**config.mk**
```make
export PLATFORM = sky130hd
export DESIGN_NAME = adc_frame_capture_flat
export DESIGN_NICKNAME = d
export VERILOG_FILES = /design/src/rtl/osc_pkg.sv /design/src/rtl/adc_frame_capture_if.sv /design/src/rtl/frame_ram.sv /design/src/rtl/adc_frame_capture.sv /design/src/flat_wrapper.sv
export SDC_FILE = /design/constraint.sdc
export NUM_CORES = 2
export LEC_CHECK = 0
export BUFFER_PORTS_ARGS = -buffer_cell sky130_fd_sc_hd__buf_2
export CAP_MARGIN = 10
export CORE_MARGIN = 3
export CORE_UTILIZATION = 35
export DETAILED_ROUTE_END_ITERATION = 8
export MAX_ROUTING_LAYER = met4
export PLACE_DENSITY = 0.49
export SYNTH_ARGS = -nofsm -noshare
export SYNTH_HDL_FRONTEND = slang
export SYNTH_SLANG_ARGS = --single-unit
```
**constraint.sdc**
```tcl
create_clock -name clk -period 6.5 [get_ports clk]
set_clock_uncertainty 0.1 [all_clocks]
set_input_delay 1.625 -clock clk [delete_from_list [all_inputs] [get_ports clk]]
set_output_delay 1.625 -clock clk [all_outputs]
set_load 0.01 [all_outputs]
```
**src/rtl/osc_pkg.sv**
```systemverilog
// osc_pkg: shared trigger encodings, capture states and default widths
package osc_pkg;
  localparam int DEF_DATA_W = 8;
  localparam logic [1:0] TRIG_IMM  = 2'd0;
  localparam logic [1:0] TRIG_RISE = 2'd1;
  localparam logic [1:0] TRIG_FALL = 2'd2;
  typedef enum logic [1:0] {IDLE, ARMED, CAPTURE, READY} cap_state_t;
endpackage

```
**src/rtl/adc_frame_capture_if.sv**
```systemverilog
// adc_frame_capture_if: byte read port between the frame capture and the GPIO sender
interface adc_frame_capture_if #(parameter int DATA_W = osc_pkg::DEF_DATA_W);
  logic              frame_ready;
  logic              rd_en;
  logic [DATA_W-1:0] rd_data;
  logic              rd_valid;
  logic              rd_last;
  modport master (output frame_ready, rd_data, rd_valid, rd_last, input rd_en);
  modport slave  (input frame_ready, rd_data, rd_valid, rd_last, output rd_en);
endinterface

```
**src/rtl/frame_ram.sv**
```systemverilog
// frame_ram: simple dual-port RAM, synchronous write, registered read with enable
module frame_ram #(
  parameter int DATA_W = 8,
  parameter int ADDR_W = 8
) (
  input  logic              clk,
  input  logic              rst_n,
  input  logic              we,
  input  logic [ADDR_W-1:0] wa,
  input  logic [DATA_W-1:0] wd,
  input  logic              re,
  input  logic [ADDR_W-1:0] ra,
  output logic [DATA_W-1:0] rd_q
);
  logic [DATA_W-1:0] mem [2**ADDR_W];
  always_ff @(posedge clk)
    if (we) mem[wa] <= wd;
  // Output register holds between reads so the sender sees a stable byte
  always_ff @(posedge clk or negedge rst_n)
    if (!rst_n) rd_q <= '0;
    else if (re) rd_q <= mem[ra];
endmodule

```
**src/rtl/adc_frame_capture.sv**
```systemverilog
// adc_frame_capture: triggered, decimated ADC frame capture drained byte-by-byte
module adc_frame_capture
  import osc_pkg::*;
#(
  parameter int DATA_W    = DEF_DATA_W,
  parameter int ADDR_W    = 8,
  parameter int FRAME_LEN = 256
) (
  input  logic              clk,
  input  logic              rst_n,
  input  logic              arm,
  input  logic [DATA_W-1:0] adc_data,
  input  logic              adc_valid,
  input  logic [1:0]        trig_mode,
  input  logic [DATA_W-1:0] trig_level,
  input  logic [7:0]        decim,
  output logic              busy,
  adc_frame_capture_if.master rd
);
  localparam logic [ADDR_W-1:0] LAST = ADDR_W'(FRAME_LEN - 1);
  cap_state_t        state_q, state_d;
  logic [ADDR_W-1:0] wr_ptr_q, wr_ptr_d, rd_ptr_q, rd_ptr_d;
  logic [7:0]        dcnt_q, dcnt_d;
  logic [DATA_W-1:0] prev_q, prev_d;
  logic              have_prev_q, have_prev_d;
  logic              rd_valid_q, rd_valid_d, rd_last_q, rd_last_d;
  logic              we, re, rise, fall, trig;
  assign rise = have_prev_q && prev_q <  trig_level && adc_data >= trig_level;
  assign fall = have_prev_q && prev_q >= trig_level && adc_data <  trig_level;
  assign trig = (trig_mode == TRIG_RISE) ? rise : (trig_mode == TRIG_FALL) ? fall : 1'b1;
  always_comb begin
    state_d     = state_q;
    wr_ptr_d    = wr_ptr_q;
    rd_ptr_d    = rd_ptr_q;
    dcnt_d      = dcnt_q;
    prev_d      = prev_q;
    have_prev_d = have_prev_q;
    rd_valid_d  = 1'b0;
    rd_last_d   = 1'b0;
    we          = 1'b0;
    re          = 1'b0;
    case (state_q)
      IDLE: if (arm) begin
        state_d     = ARMED;
        wr_ptr_d    = '0;
        rd_ptr_d    = '0;
        dcnt_d      = '0;
        have_prev_d = 1'b0;
      end
      ARMED: if (adc_valid) begin
        prev_d      = adc_data;
        have_prev_d = 1'b1;
        if (trig) begin
          we       = 1'b1;
          wr_ptr_d = wr_ptr_q + ADDR_W'(1);
          dcnt_d   = decim;
          state_d  = CAPTURE;
        end
      end
      CAPTURE: if (adc_valid) begin
        if (dcnt_q == '0) begin
          we       = 1'b1;
          wr_ptr_d = wr_ptr_q + ADDR_W'(1);
          dcnt_d   = decim;
          state_d  = (wr_ptr_q == LAST) ? READY : CAPTURE;
        end else
          dcnt_d = dcnt_q - 8'd1;
      end
      READY: if (rd.rd_en) begin
        re         = 1'b1;
        rd_ptr_d   = rd_ptr_q + ADDR_W'(1);
        rd_valid_d = 1'b1;
        rd_last_d  = (rd_ptr_q == LAST);
        state_d    = (rd_ptr_q == LAST) ? IDLE : READY;
      end
      default: state_d = IDLE;
    endcase
  end
  always_ff @(posedge clk or negedge rst_n)
    if (!rst_n) begin
      state_q     <= IDLE;
      wr_ptr_q    <= '0;
      rd_ptr_q    <= '0;
      dcnt_q      <= '0;
      prev_q      <= '0;
      have_prev_q <= 1'b0;
      rd_valid_q  <= 1'b0;
      rd_last_q   <= 1'b0;
    end else begin
      state_q     <= state_d;
      wr_ptr_q    <= wr_ptr_d;
      rd_ptr_q    <= rd_ptr_d;
      dcnt_q      <= dcnt_d;
      prev_q      <= prev_d;
      have_prev_q <= have_prev_d;
      rd_valid_q  <= rd_valid_d;
      rd_last_q   <= rd_last_d;
    end
  frame_ram #(.DATA_W(DATA_W), .ADDR_W(ADDR_W)) u_ram (
    .clk   (clk),
    .rst_n (rst_n),
    .we    (we),
    .wa    (wr_ptr_q),
    .wd    (adc_data),
    .re    (re),
    .ra    (rd_ptr_q),
    .rd_q  (rd.rd_data)
  );
  assign busy           = (state_q != IDLE);
  assign rd.frame_ready = (state_q == READY);
  assign rd.rd_valid    = rd_valid_q;
  assign rd.rd_last     = rd_last_q;
endmodule

```
**src/flat_wrapper.sv**
```systemverilog
// flat-port wrapper written by rule: the top's interface ports become plain ports
module adc_frame_capture_flat import osc_pkg::*;
#(
  parameter int DATA_W    = DEF_DATA_W,
  parameter int ADDR_W    = 8,
  parameter int FRAME_LEN = 256
)
  (clk, rst_n, arm, adc_data, adc_valid, trig_mode, trig_level, decim, busy, rd_frame_ready, rd_rd_data, rd_rd_valid, rd_rd_last, rd_rd_en);
  adc_frame_capture_if #(.DATA_W(DATA_W)) rd_i ();
  input  logic clk;
  input  logic rst_n;
  input  logic arm;
  input  logic [DATA_W-1:0] adc_data;
  input  logic adc_valid;
  input  logic [1:0] trig_mode;
  input  logic [DATA_W-1:0] trig_level;
  input  logic [7:0] decim;
  output logic busy;
  output wire logic [$bits(rd_i.frame_ready)-1:0] rd_frame_ready;
  output wire logic [$bits(rd_i.rd_data)-1:0] rd_rd_data;
  output wire logic [$bits(rd_i.rd_valid)-1:0] rd_rd_valid;
  output wire logic [$bits(rd_i.rd_last)-1:0] rd_rd_last;
  input wire logic [$bits(rd_i.rd_en)-1:0] rd_rd_en;
  assign rd_frame_ready = rd_i.frame_ready;
  assign rd_rd_data = rd_i.rd_data;
  assign rd_rd_valid = rd_i.rd_valid;
  assign rd_rd_last = rd_i.rd_last;
  assign rd_i.rd_en = rd_rd_en;
  adc_frame_capture #(.DATA_W(DATA_W), .ADDR_W(ADDR_W), .FRAME_LEN(FRAME_LEN)) u_core (.clk(clk), .rst_n(rst_n), .arm(arm), .adc_data(adc_data), .adc_valid(adc_valid), .trig_mode(trig_mode), .trig_level(trig_level), .decim(decim), .busy(busy), .rd(rd_i));
endmodule
```
==> impl_metrics.csv <==
group,metric,value,unit
cts,cts_made_buffers,218,
drt,drtIter0Drc,4655,
cts,cts.htree.levels,4,
timing,worst_pin_slew,1.30,ns
timing,final_hold_viol_count,0,
yosys,synthArstFlopShare,0.0215,
yosys,netlist_instances,4084,
grt,grt-ovfl-total,0,
grt,antenna_found_initial,8,
cts,ctsLongestPathBuffers,3,
timing,fin_crit_sh,0.757,
run_status,outcome,"finished clean",
critical_path,end_kind,"register",
grt,grt_max_degree,169,
yosys,synth-seq-area-share,0.756,
die,die_h,492,um
yosys,synth.avg_cell_area,20.3,sq um
finish,layout-drive-gt1-share,0.246,
power_and_ir_drop,p_leak,29.5,nW
die,row_count,177,
grt,grt-busiest-layer,"met2",
grt,grt_usage,0.202,
critical_path,path_class,"register to register",
drt,viasPerCell,5.53,
die,initial_core_util,0.354,
timing,max_slew_margin,0.121,
yosys,synth_warnings,0,
critical_path,critPathMaxFanout,24,
timing,grt_setup_unrepaired,"false",
cts,cts_tree,"yes",
grt,grt_pass1_wl,340000,um
drt,num_vias,42400,
drt,wl_per_cell,31.3,um
power_and_ir_drop,ir_worst_vdd,378,uV
finish,syn2layout_area_growth,14.6,%
timing,fmax,0.203,GHz
placement,dp_cells,7263,
die,die_w,492,um
placement,port_buffers,42,
cts,clock_latency,0.88,ns
grt,met2_usage,0.307,
critical_path,worstPathArrival,5.27,ns
cts,root_buffer,"clkbuf_16",
yosys,synth_edf_count,2048,
critical_path,start_kind,"register",
drt,wl,240000,um
drt,drc,0,
yosys,synthFlopType,"edfxtp_1",
grt,grt_use_met1,0.287,
placement,dpl.hpwl,149000,um
timing,min_period,4.92,ns
finish,fin_nets,4417,
finish,postLayoutCellArea,94900,sq um
cts,cts_sinks,2093,
cts,post_cts_buffers,0,
flow_run,cap_violations,0,
die,ioPinCount,43,
power_and_ir_drop,power_density,415,nW/um^2
finish,fin_cells,7678,
timing,setup_violations,0,
yosys,synth_area,82800,sq um
cts,holdBufCountCts,0,
grt,use_met3,0.0292,
placement,gp_congestion,0.818,
yosys,ys_seq_elements,2093,
grt,grt_pass1_vias,43200,
yosys,synth_cell_types,59,
cts,cts_resized,0,
die,dieArea,242000,sq um
cts,clkTransAtPathRegs,0.06,ns
timing,drv_slew,0,
min_path,hp-class,"register to register",
drt,antenna_left,0,
die,core_area,234000,sq um
yosys,syn_nets,4142,
placement,dpl-instance-area,87900,sq um
timing,finalSetupTns,0,ns
critical_path,cp.required,6.85,ns
drt,first_pass_iters,6,
-- logic make-up (layout without fill, tap and decap cells) --
logic type	Yosys count	after routing	share of synthesized area
and+or+nand+nor	638	638	0.0341
buffers and inverters	276	731	0.0176
other	0	7	0
adders and majority gates	27	27	0.00408
DFF	2093	2093	0.756
AOI/OAI and AO/OA	352	352	0.0304
muxes	690	690	0.157
xor gates and xnor gates	8	8	0.000846
-- cell type report --
class                   count  area, sq um
well taps                3132         3920
multi-input cells        1715        18800
inverters                  38          151
fillers                 20800       139000
repair buffers            293         2450
clock buffers             275         5730
clock inverters           125         1180
diodes                      7         17.5
flip-flops and latches   2093        62600
-- registers in the layout (all words and copies together) (netlist names) --
register / flops
u_core.u_ram.mem: 2048
u_core.rd.rd_valid: 1
u_core.prev_q: 8
u_core.rd_ptr_q: 8
u_core.u_ram.rd_q: 8
u_core.rd.rd_last: 1
u_core.dcnt_q: 8
u_core.state_q: 2
u_core.have_prev_q: 1
u_core.wr_ptr_q: 8
-- synth_stat cells (all sizes together) (15+ instances only) --
cell	number	area, sq um
o21ai	33	165
nand3	31	155
nor2	187	702
ha	27	338
o211ai	15	113
a21oi	70	350
mux4	484	10900
dfrtp	45	1130
clkbuf	107	402
buf	131	912
o221ai	88	771
o22ai	54	338
inv	32	120
nor3	169	846
mux2i	192	1920
nand2	182	683
nor4	22	138
edfxtp	2048	61500
-- worst paths after layout --
path                                  start                       end  slack (ns)  cells after the start
max                        u_core.dcnt_q[0]  u_core.u_ram.mem[106][5]        1.58                      8
max in group asynchronous             rst_n        u_core.rd_ptr_q[4]        4.91                      2
min in group asynchronous             rst_n          u_core.dcnt_q[1]        0.79                      2
min reg2reg                u_core.prev_q[0]          u_core.prev_q[0]        0.40                      2
max reg2reg                u_core.dcnt_q[0]  u_core.u_ram.mem[106][5]        1.58                      8
min                        u_core.prev_q[0]          u_core.prev_q[0]        0.40                      2
-- power by group --
group          leakage [nW]  total, mW  switching, mW  internal, mW
registers              19.0       15.4          0.397          15.0
clock network          3.33       12.1           5.28          6.84
logic                  7.19       11.9           7.46          4.41
-- per-layer routing --
layer,vias up,share of wire
met5,-,0
met4,0,0.023
met3,304,0.058
met2,1500,0.47
met1,23000,0.45
li1,17600,-
-- through the flow --
step                setup slack [ns]   util  hold WS [ns]  total power, mW
finish                          1.58  0.406         0.404             39.4
global route                    1.18  0.406         0.434             40.7
CTS                             1.50  0.406         0.404             39.7
detailed placement             0.821  0.376         0.385             27.6
global placement               0.903  0.376         0.389             27.6
floorplan                       1.90      -         0.350             22.7
-- cell usage in the layout, fill, tap and decap left out, types with 7 or more instances in the layout --
cell type	instances
diode_2	7
clkinv_2	34
buf_8	8
dfrtp_1	39
mux2i_1	192
mux4_2	484
a21oi_1	70
xnor2_1	8
o21ai_0	30
bufinv_16	15
buf_4	220
nand2_1	181
clkbuf_16	219
nor4_1	19
ha_1	27
nor2b_1	10
and3_1	14
clkinvlp_4	11
inv_1	30
a32o_1	7
buf_2	37
nor2_1	185
o221ai_1	88
buf_12	23
clkinv_1	54
nand3_1	30
edfxtp_1	2048
a211oi_1	13
nand4_1	7
nor3_1	167
o22ai_1	54
o311ai_0	10
clkbuf_1	52
mux2_2	14
o211ai_1	15
-- worst max-delay path, stage by stage, from the launching register on --
cell	delay, ns
dfrtp_1	0.41
inv_1	0.09
ha_1	0.16
nor4b_1	0.64
nand2_1	0.50
nor2_1	0.88
o21ai_4	0.40
buf_12	0.32
nor3_1	0.97
(Power assumes the default switching activity.)
